--- config.mk ---
export PLATFORM = sky130hd
export DESIGN_NAME = ysyx_23060124_wbu
export DESIGN_NICKNAME = d
export VERILOG_FILES = /design/src/rtl/ysyx_23060124_wbu_pkg.sv /design/src/rtl/ysyx_23060124_npc_gen.sv /design/src/rtl/ysyx_23060124_wbu.sv
export SDC_FILE = /design/constraint.sdc
export NUM_CORES = 1
export LEC_CHECK = 0
export CORE_MARGIN = 3
export CORE_UTILIZATION = 46
export CTS_BUF_LIST = sky130_fd_sc_hd__clkbuf_4 sky130_fd_sc_hd__clkbuf_8
export DETAILED_ROUTE_END_ITERATION = 8
export HOLD_SLACK_MARGIN = 0.05
export PLACE_DENSITY = 0.8
export SLEW_MARGIN = 20
export SYNTH_ARGS = -nofsm -noshare
export SYNTH_HDL_FRONTEND = slang
export SYNTH_SLANG_ARGS = --single-unit
--- constraint.sdc ---
create_clock -name clk -period 3.3 [get_ports clk]
set_input_delay 0.66 -clock clk [delete_from_list [all_inputs] [get_ports clk]]
set_output_delay 0.66 -clock clk [all_outputs]
set_load 0.005 [all_outputs]
--- src/rtl/ysyx_23060124_wbu_pkg.sv ---
// ============================================================================
// ysyx_23060124_wbu_pkg : control-class encodings and buffer states for the WBU
// Revision: 1.0
// ============================================================================
`default_nettype none

package ysyx_23060124_wbu_pkg;

  localparam logic [2:0] WB_KIND_SEQ   = 3'd0;
  localparam logic [2:0] WB_KIND_BRCH  = 3'd1;
  localparam logic [2:0] WB_KIND_JAL   = 3'd2;
  localparam logic [2:0] WB_KIND_JALR  = 3'd3;
  localparam logic [2:0] WB_KIND_ECALL = 3'd4;
  localparam logic [2:0] WB_KIND_MRET  = 3'd5;

  typedef enum logic [0:0] {
    ST_EMPTY = 1'b0,
    ST_FULL  = 1'b1
  } wbu_state_t;

  // Branches and privileged control transfers never touch the register file.
  function automatic logic kind_writes_rf(input logic [2:0] kind);
    return !((kind == WB_KIND_BRCH) || (kind == WB_KIND_ECALL) ||
             (kind == WB_KIND_MRET));
  endfunction

endpackage

`default_nettype wire

--- src/rtl/ysyx_23060124_npc_gen.sv ---
// ============================================================================
// ysyx_23060124_npc_gen : combinational next-PC selection, shared with fetch
// Revision: 1.0
// ============================================================================
`default_nettype none

module ysyx_23060124_npc_gen
  import ysyx_23060124_wbu_pkg::*;
#(
  parameter int XLEN = 32
) (
  input  logic [2:0]      i_kind,
  input  logic [XLEN-1:0] i_pc,
  input  logic [XLEN-1:0] i_imm,
  input  logic [XLEN-1:0] i_src1,
  input  logic            i_taken,
  input  logic [XLEN-1:0] i_mtvec,
  input  logic [XLEN-1:0] i_mepc,
  output logic [XLEN-1:0] o_npc
);

  localparam logic [XLEN-1:0] C_FOUR      = XLEN'(4);
  localparam logic [XLEN-1:0] C_LSB_CLEAR = ~XLEN'(1);

  logic [XLEN-1:0] w_pc_imm;
  logic [XLEN-1:0] w_pc_seq;
  logic [XLEN-1:0] w_jalr;

  assign w_pc_imm = i_pc + i_imm;
  assign w_pc_seq = i_pc + C_FOUR;
  assign w_jalr   = (i_src1 + i_imm) & C_LSB_CLEAR;

  // Undefined encodings fall through to sequential flow.
  always_comb begin
    o_npc = w_pc_seq;
    case (i_kind)
      WB_KIND_ECALL: o_npc = i_mtvec;
      WB_KIND_MRET:  o_npc = i_mepc;
      WB_KIND_JALR:  o_npc = w_jalr;
      WB_KIND_JAL:   o_npc = w_pc_imm;
      WB_KIND_BRCH:  o_npc = i_taken ? w_pc_imm : w_pc_seq;
      default:       o_npc = w_pc_seq;
    endcase
  end

endmodule

`default_nettype wire

--- src/rtl/ysyx_23060124_wbu.sv ---
// ============================================================================
// ysyx_23060124_wbu : single-entry write-back stage (commit, next PC, ecall)
// Revision: 1.0
// ============================================================================
`default_nettype none

module ysyx_23060124_wbu
  import ysyx_23060124_wbu_pkg::*;
#(
  parameter int XLEN = 32,
  parameter int RA_W = 5
) (
  input  logic            clk,
  input  logic            i_rst,
  input  logic            i_pre_valid,
  output logic            o_pre_ready,
  input  logic [XLEN-1:0] i_res,
  input  logic [XLEN-1:0] i_pc,
  input  logic [XLEN-1:0] i_imm,
  input  logic [XLEN-1:0] i_src1,
  input  logic [RA_W-1:0] i_rd,
  input  logic            i_rd_wen,
  input  logic [2:0]      i_kind,
  input  logic [XLEN-1:0] i_mtvec,
  input  logic [XLEN-1:0] i_mepc,
  output logic            o_post_valid,
  input  logic            i_post_ready,
  output logic [XLEN-1:0] o_npc,
  output logic            o_rf_wen,
  output logic [RA_W-1:0] o_rf_waddr,
  output logic [XLEN-1:0] o_rf_wdata,
  output logic            o_ecall,
  output logic [XLEN-1:0] o_epc
);

  wbu_state_t      r_state;
  logic [XLEN-1:0] r_pc;
  logic [XLEN-1:0] r_imm;
  logic [XLEN-1:0] r_src1;
  logic [XLEN-1:0] r_res;
  logic [RA_W-1:0] r_rd;
  logic            r_rd_wen;
  logic [2:0]      r_kind;
  logic [XLEN-1:0] r_mtvec;
  logic [XLEN-1:0] r_mepc;

  logic            w_full;
  logic            w_pre_fire;
  logic            w_post_fire;
  logic [XLEN-1:0] w_npc;

  assign w_full       = (r_state == ST_FULL);
  assign o_pre_ready  = (!w_full || i_post_ready) && !i_rst;
  assign o_post_valid = w_full;
  assign w_pre_fire   = i_pre_valid && o_pre_ready;
  // A commit that coincides with reset is dropped, so no side effects escape.
  assign w_post_fire  = w_full && i_post_ready && !i_rst;

  always_ff @(posedge clk) begin
    if (i_rst) begin
      r_state  <= ST_EMPTY;
      r_pc     <= '0;
      r_imm    <= '0;
      r_src1   <= '0;
      r_res    <= '0;
      r_rd     <= '0;
      r_rd_wen <= 1'b0;
      r_kind   <= WB_KIND_SEQ;
      r_mtvec  <= '0;
      r_mepc   <= '0;
    end else begin
      case (r_state)
        ST_EMPTY: if (w_pre_fire) r_state <= ST_FULL;
        ST_FULL:  if (w_post_fire && !w_pre_fire) r_state <= ST_EMPTY;
        default:  r_state <= ST_EMPTY;
      endcase
      if (w_pre_fire) begin
        r_pc     <= i_pc;
        r_imm    <= i_imm;
        r_src1   <= i_src1;
        r_res    <= i_res;
        r_rd     <= i_rd;
        r_rd_wen <= i_rd_wen;
        r_kind   <= i_kind;
        r_mtvec  <= i_mtvec;
        r_mepc   <= i_mepc;
      end
    end
  end

  ysyx_23060124_npc_gen #(
    .XLEN (XLEN)
  ) u_npc_gen (
    .i_kind  (r_kind),
    .i_pc    (r_pc),
    .i_imm   (r_imm),
    .i_src1  (r_src1),
    .i_taken (r_res[0]),
    .i_mtvec (r_mtvec),
    .i_mepc  (r_mepc),
    .o_npc   (w_npc)
  );

  assign o_npc      = w_full ? w_npc : '0;
  assign o_rf_wen   = w_post_fire && r_rd_wen && (r_rd != '0) && kind_writes_rf(r_kind);
  assign o_rf_waddr = r_rd;
  assign o_rf_wdata = r_res;
  assign o_ecall    = w_post_fire && (r_kind == WB_KIND_ECALL);
  assign o_epc      = r_pc;

endmodule

`default_nettype wire

==> flow_metrics.tcl <==
set metrics [dict create \
    p_total_mw 7.551 \
    p_comb_frac 0.280 \
    grt-busiest-layer "met2" \
    min_path_type "register to register" \
    gp_congestion 0.9841 \
    grt_max_degree 129 \
    p_per_area_mw_per_mm2 389.6 \
    area.growth.synth_to_final_pct 59.40 \
    cp-endpoint "o_npc[18]" \
    p_leak_nw 8.810 \
    period_share 1.297 \
    switching_share 0.3072 \
    cts_root_buf "clkbuf_8" \
    vias 14420 \
    worst_ep_required_time_ps 2640 \
    crit_fanout 3 \
    wl_per_cell_um 20.50 \
    use_met3 0.08150 \
    reg2regPathDepth 7 \
    stdcell_area_mm2 0.01938 \
    post-place-ws_ps -830.5 \
    grt_use_met1 0.4448 \
    cts_hold_buf 0 \
    clk_pin_slew_worst_paths_ps 60 \
    portBuffers 309 \
    ys_types 75 \
    maxSlewViolCount 0 \
    layout_setup_ws_ps -978.9 \
    hold_ws_ps 476.4 \
    grt_pass1_wl_um 76790 \
    ant_nets 0 \
    post-dp-hpwl_um 35330 \
    max_stage_delay_ps 360 \
    core_mm2 0.02554 \
    die_w_um 168.6 \
    maxCapViolations 0 \
    fmax_mhz 233.7 \
    vias_per_cell 5.774 \
    num-fill-cells 1871 \
    seqPwrFrac 0.370 \
    outcome "complete, but fails checks" \
    period_minus_slack_ps 4279 \
    clockPowerShare 0.350 \
    clock_path_buffers 3 \
    ys_ff_latch 202 \
    cp_top_family "compound AO/OA/AOI/OAI gates" \
    cp_common_cell "buf_4" \
    clock_latency_ps 560 \
    drt_wl_total_um 51190 \
    synth_edf_count 0 \
    initial_core_util 0.4760 \
    synth-async-reset-ratio 0 \
    setup-tns-final_ps -16250 \
    synth_fp_nets 1855 \
    dp_cells 2386 \
    synth_warnings 0 \
    path_cells "ha_4, inv_2, fa_2, nor2b_2, o21ai_2, a21o_1, a2111oi_4, buf_4, buf_4, buf_6, o21a_1, buf_4, o21ba_4, or3_1, a31oi_1, a21oi_1, buf_2" \
    clock_skew_ps 30.45 \
    finalHoldViolCount 0 \
    firstDrtPassIters 9 \
    cts-buffers-inserted 36 \
    rsz0062_at_grt "true" \
    drive_gt1_frac 0.2663 \
    power.switching_mw 2.320 \
    ir_worst_vdd_mv 0.3605 \
    n_antenna_cell 0 \
    overflow 0 \
    drt_iter0_drc 1598 \
    cp.depth 17 \
    violations "negative setup slack" \
    worstSetupEndpointType "output port" \
    grt_pass1_vias 14000 \
    place_area_mm2 0.01735 \
    avgSynthCellArea_um2 7.666 \
    synth.cell_area_mm2 0.01216 \
    crit_arrival_ps 3620 \
    synth_flop_cell "dfxtp_1" \
    clock_sinks 202 \
    critPathSlowestCell "dfxtp_2" \
    crit_type "register to output port" \
    r2r_start "o_post_valid$_SDFF_PP0_" \
    grt_util_met2 0.5401 \
    num-nets-final 2413 \
    antenna_found_initial 0 \
    cp.buffers_inverters 6 \
    p_int_mw 5.231 \
    htreeDepth 2 \
    r2r_slack_ps 1180 \
    post-route-util 0.7587 \
    rows 58 \
    dieArea_mm2 0.02842 \
    finalSetupViolations 28 \
    max_slew_margin 0.3075 \
    die_y_um 168.6 \
    syn_inst 1586 \
    grt_util_all_layers 0.3333 \
    drc_errors 0 \
    cts_tree "yes" \
    start_kind "register" \
    final_cell_count_no_fill 2497 \
    cp-startpoint "r_imm[0]$_SDFFE_PP0P_" \
    yosysSeqAreaShare 0.3326 \
    rr_endpoint "r_src1[1]$_SDFFE_PP0P_" \
    pin_count 310 \
    tightestPinTransition_ps 1039 \
]
-- metal layers --
| layer | up-vias | wire [µm] |
|---|---|---|
| met4 | 0 | 1909 |
| met1 | 6790 | 21090 |
| met3 | 175 | 5042 |
| li1 | 6685 | - |
| met2 | 768 | 23150 |
| met5 | - | 0 |
-- worst min-delay path by stage --
stage	startpoint	endpoint	slack, ps	cells past startpoint
6_report	o_rf_wdata[23]$_SDFFE_PP0P_	o_rf_wdata[23]$_SDFFE_PP0P_	480	2
5_1_grt	r_mepc[22]$_SDFFE_PP0P_	r_mepc[22]$_SDFFE_PP0P_	490	2
4_1_cts	r_mepc[30]$_SDFFE_PP0P_	r_mepc[30]$_SDFFE_PP0P_	480	2
3_5_place_dp	o_rf_wdata[16]$_SDFFE_PP0P_	o_rf_wdata[16]$_SDFFE_PP0P_	470	2
3_3_place_gp	o_rf_wdata[22]$_SDFFE_PP0P_	o_rf_wdata[22]$_SDFFE_PP0P_	460	2
2_1_floorplan	r_rd_wen$_SDFFE_PP0P_	r_rd_wen$_SDFFE_PP0P_	440	2
-- sequential cells by signal, indices dropped and copies added, names as in the netlist --
register	flops
o_epc	32
o_rf_wdata	32
r_imm	32
r_mepc	32
r_mtvec	32
r_src1	32
o_rf_waddr	5
r_kind	3
o_post_valid	1
r_rd_wen	1
-- synthesized netlist by cell type, types with 3 or more instances --
library cell	number	area, µm²
nand3_1	32	160.2
o21ai_0	47	235.2
xor2_1	28	245.2
or3_1	6	37.54
nor2_1	47	176.4
mux2i_1	4	40.04
a222oi_1	23	230.2
and4_1	3	26.28
or4_1	3	22.52
a211o_1	3	26.28
o211ai_1	7	52.55
buf_1	9	33.78
xnor2_1	43	376.6
nand2_1	465	1745
a21oi_1	79	395.4
nand2b_1	12	75.07
clkbuf_1	83	311.6
and3_1	9	56.30
inv_1	27	101.4
or2_2	3	18.77
o21a_1	6	45.04
a22oi_1	8	60.06
a211oi_1	11	82.58
ha_1	62	775.7
a31oi_1	12	75.07
nor3_1	15	75.07
a31o_2	3	26.28
nor2b_1	6	37.54
nand3b_1	200	1501
a32oi_1	4	35.03
o31ai_1	10	75.07
dfxtp_1	202	4044
o221ai_1	3	26.28
and2_1	5	31.28
nand4_1	14	87.58
a21o_1	32	240.2
o21ai_1	8	40.04
o22ai_1	3	18.77
-- logic make-up after synthesis --
| logic type | share of synthesized area |
|---|---|
| muxes | 0.004219 |
| buffers and inverters | 0.03818 |
| xor gates and xnor gates | 0.05115 |
| adders and majority gates | 0.06710 |
| AOI/OAI and AO/OA | 0.1648 |
| DFF | 0.3326 |
| and+or+nand+nor | 0.3420 |
-- power groups by stage --
stage | Clock (mW) | Sequential [mW] | Combinational [mW]
after floorplan | 0 | 2.79 | 0.825
after global placement | 0 | 2.81 | 1.84
after detailed placement | 0 | 2.82 | 1.87
after CTS | 2.66 | 2.78 | 1.99
after global routing | 2.78 | 2.81 | 2.25
final | 2.64 | 2.80 | 2.11
-- area by class of cell --
| type | instances | area, µm² | share of cell area |
|---|---|---|---|
| multi-input cells | 1262 | 8491 | 0.4381 |
| repair buffers | 615 | 5473 | 0.2824 |
| flip-flops and latches | 202 | 4104 | 0.2118 |
| clock buffers | 51 | 683.2 | 0.03525 |
| well taps | 330 | 412.9 | 0.02131 |
| clock inverters | 10 | 115.1 | 0.005940 |
| inverters | 27 | 101.3 | 0.005230 |
-- timing repair --
item	CTS	global route
resized for setup	277	77
buffers inserted	38	18
pin swaps	100	81
setup endpoints to repair	32	31
-- cells in the final DEF, fill, tap and decap left out, types with 7 or more instances in the layout --
cell type        count
clkdlybuf4s50_1    278
nor3_1              11
ha_1                38
clkbuf_8            48
buf_4              269
a21o_1              32
dfxtp_2             30
nand3b_1           200
dfxtp_1            166
xor2_1              27
buf_6               30
nor2_1              43
ha_4                20
nand3_1             28
inv_1               25
buf_12               9
and3_1               7
nand4_1             14
a211oi_1             7
a21oi_2             22
o211ai_1             7
nand2_1            455
a222oi_1            23
a21oi_1             56
xnor2_1             40
nand2_2              8
a22oi_1              8
o31ai_1              9
o21ai_0             26
buf_2               27
o21ai_2             15
nand2b_1            10
o21ai_1             15
-- worst reg2reg max path, delay by kind of cell, from the launching register on --
kind,cells,cell delay (ps)
buffers and inverters,2,580
and+or+nand+nor,4,1020
AOI/OAI and AO/OA,1,90
DFF,1,340
No activity file was read; power rests on OpenSTA's default activity.
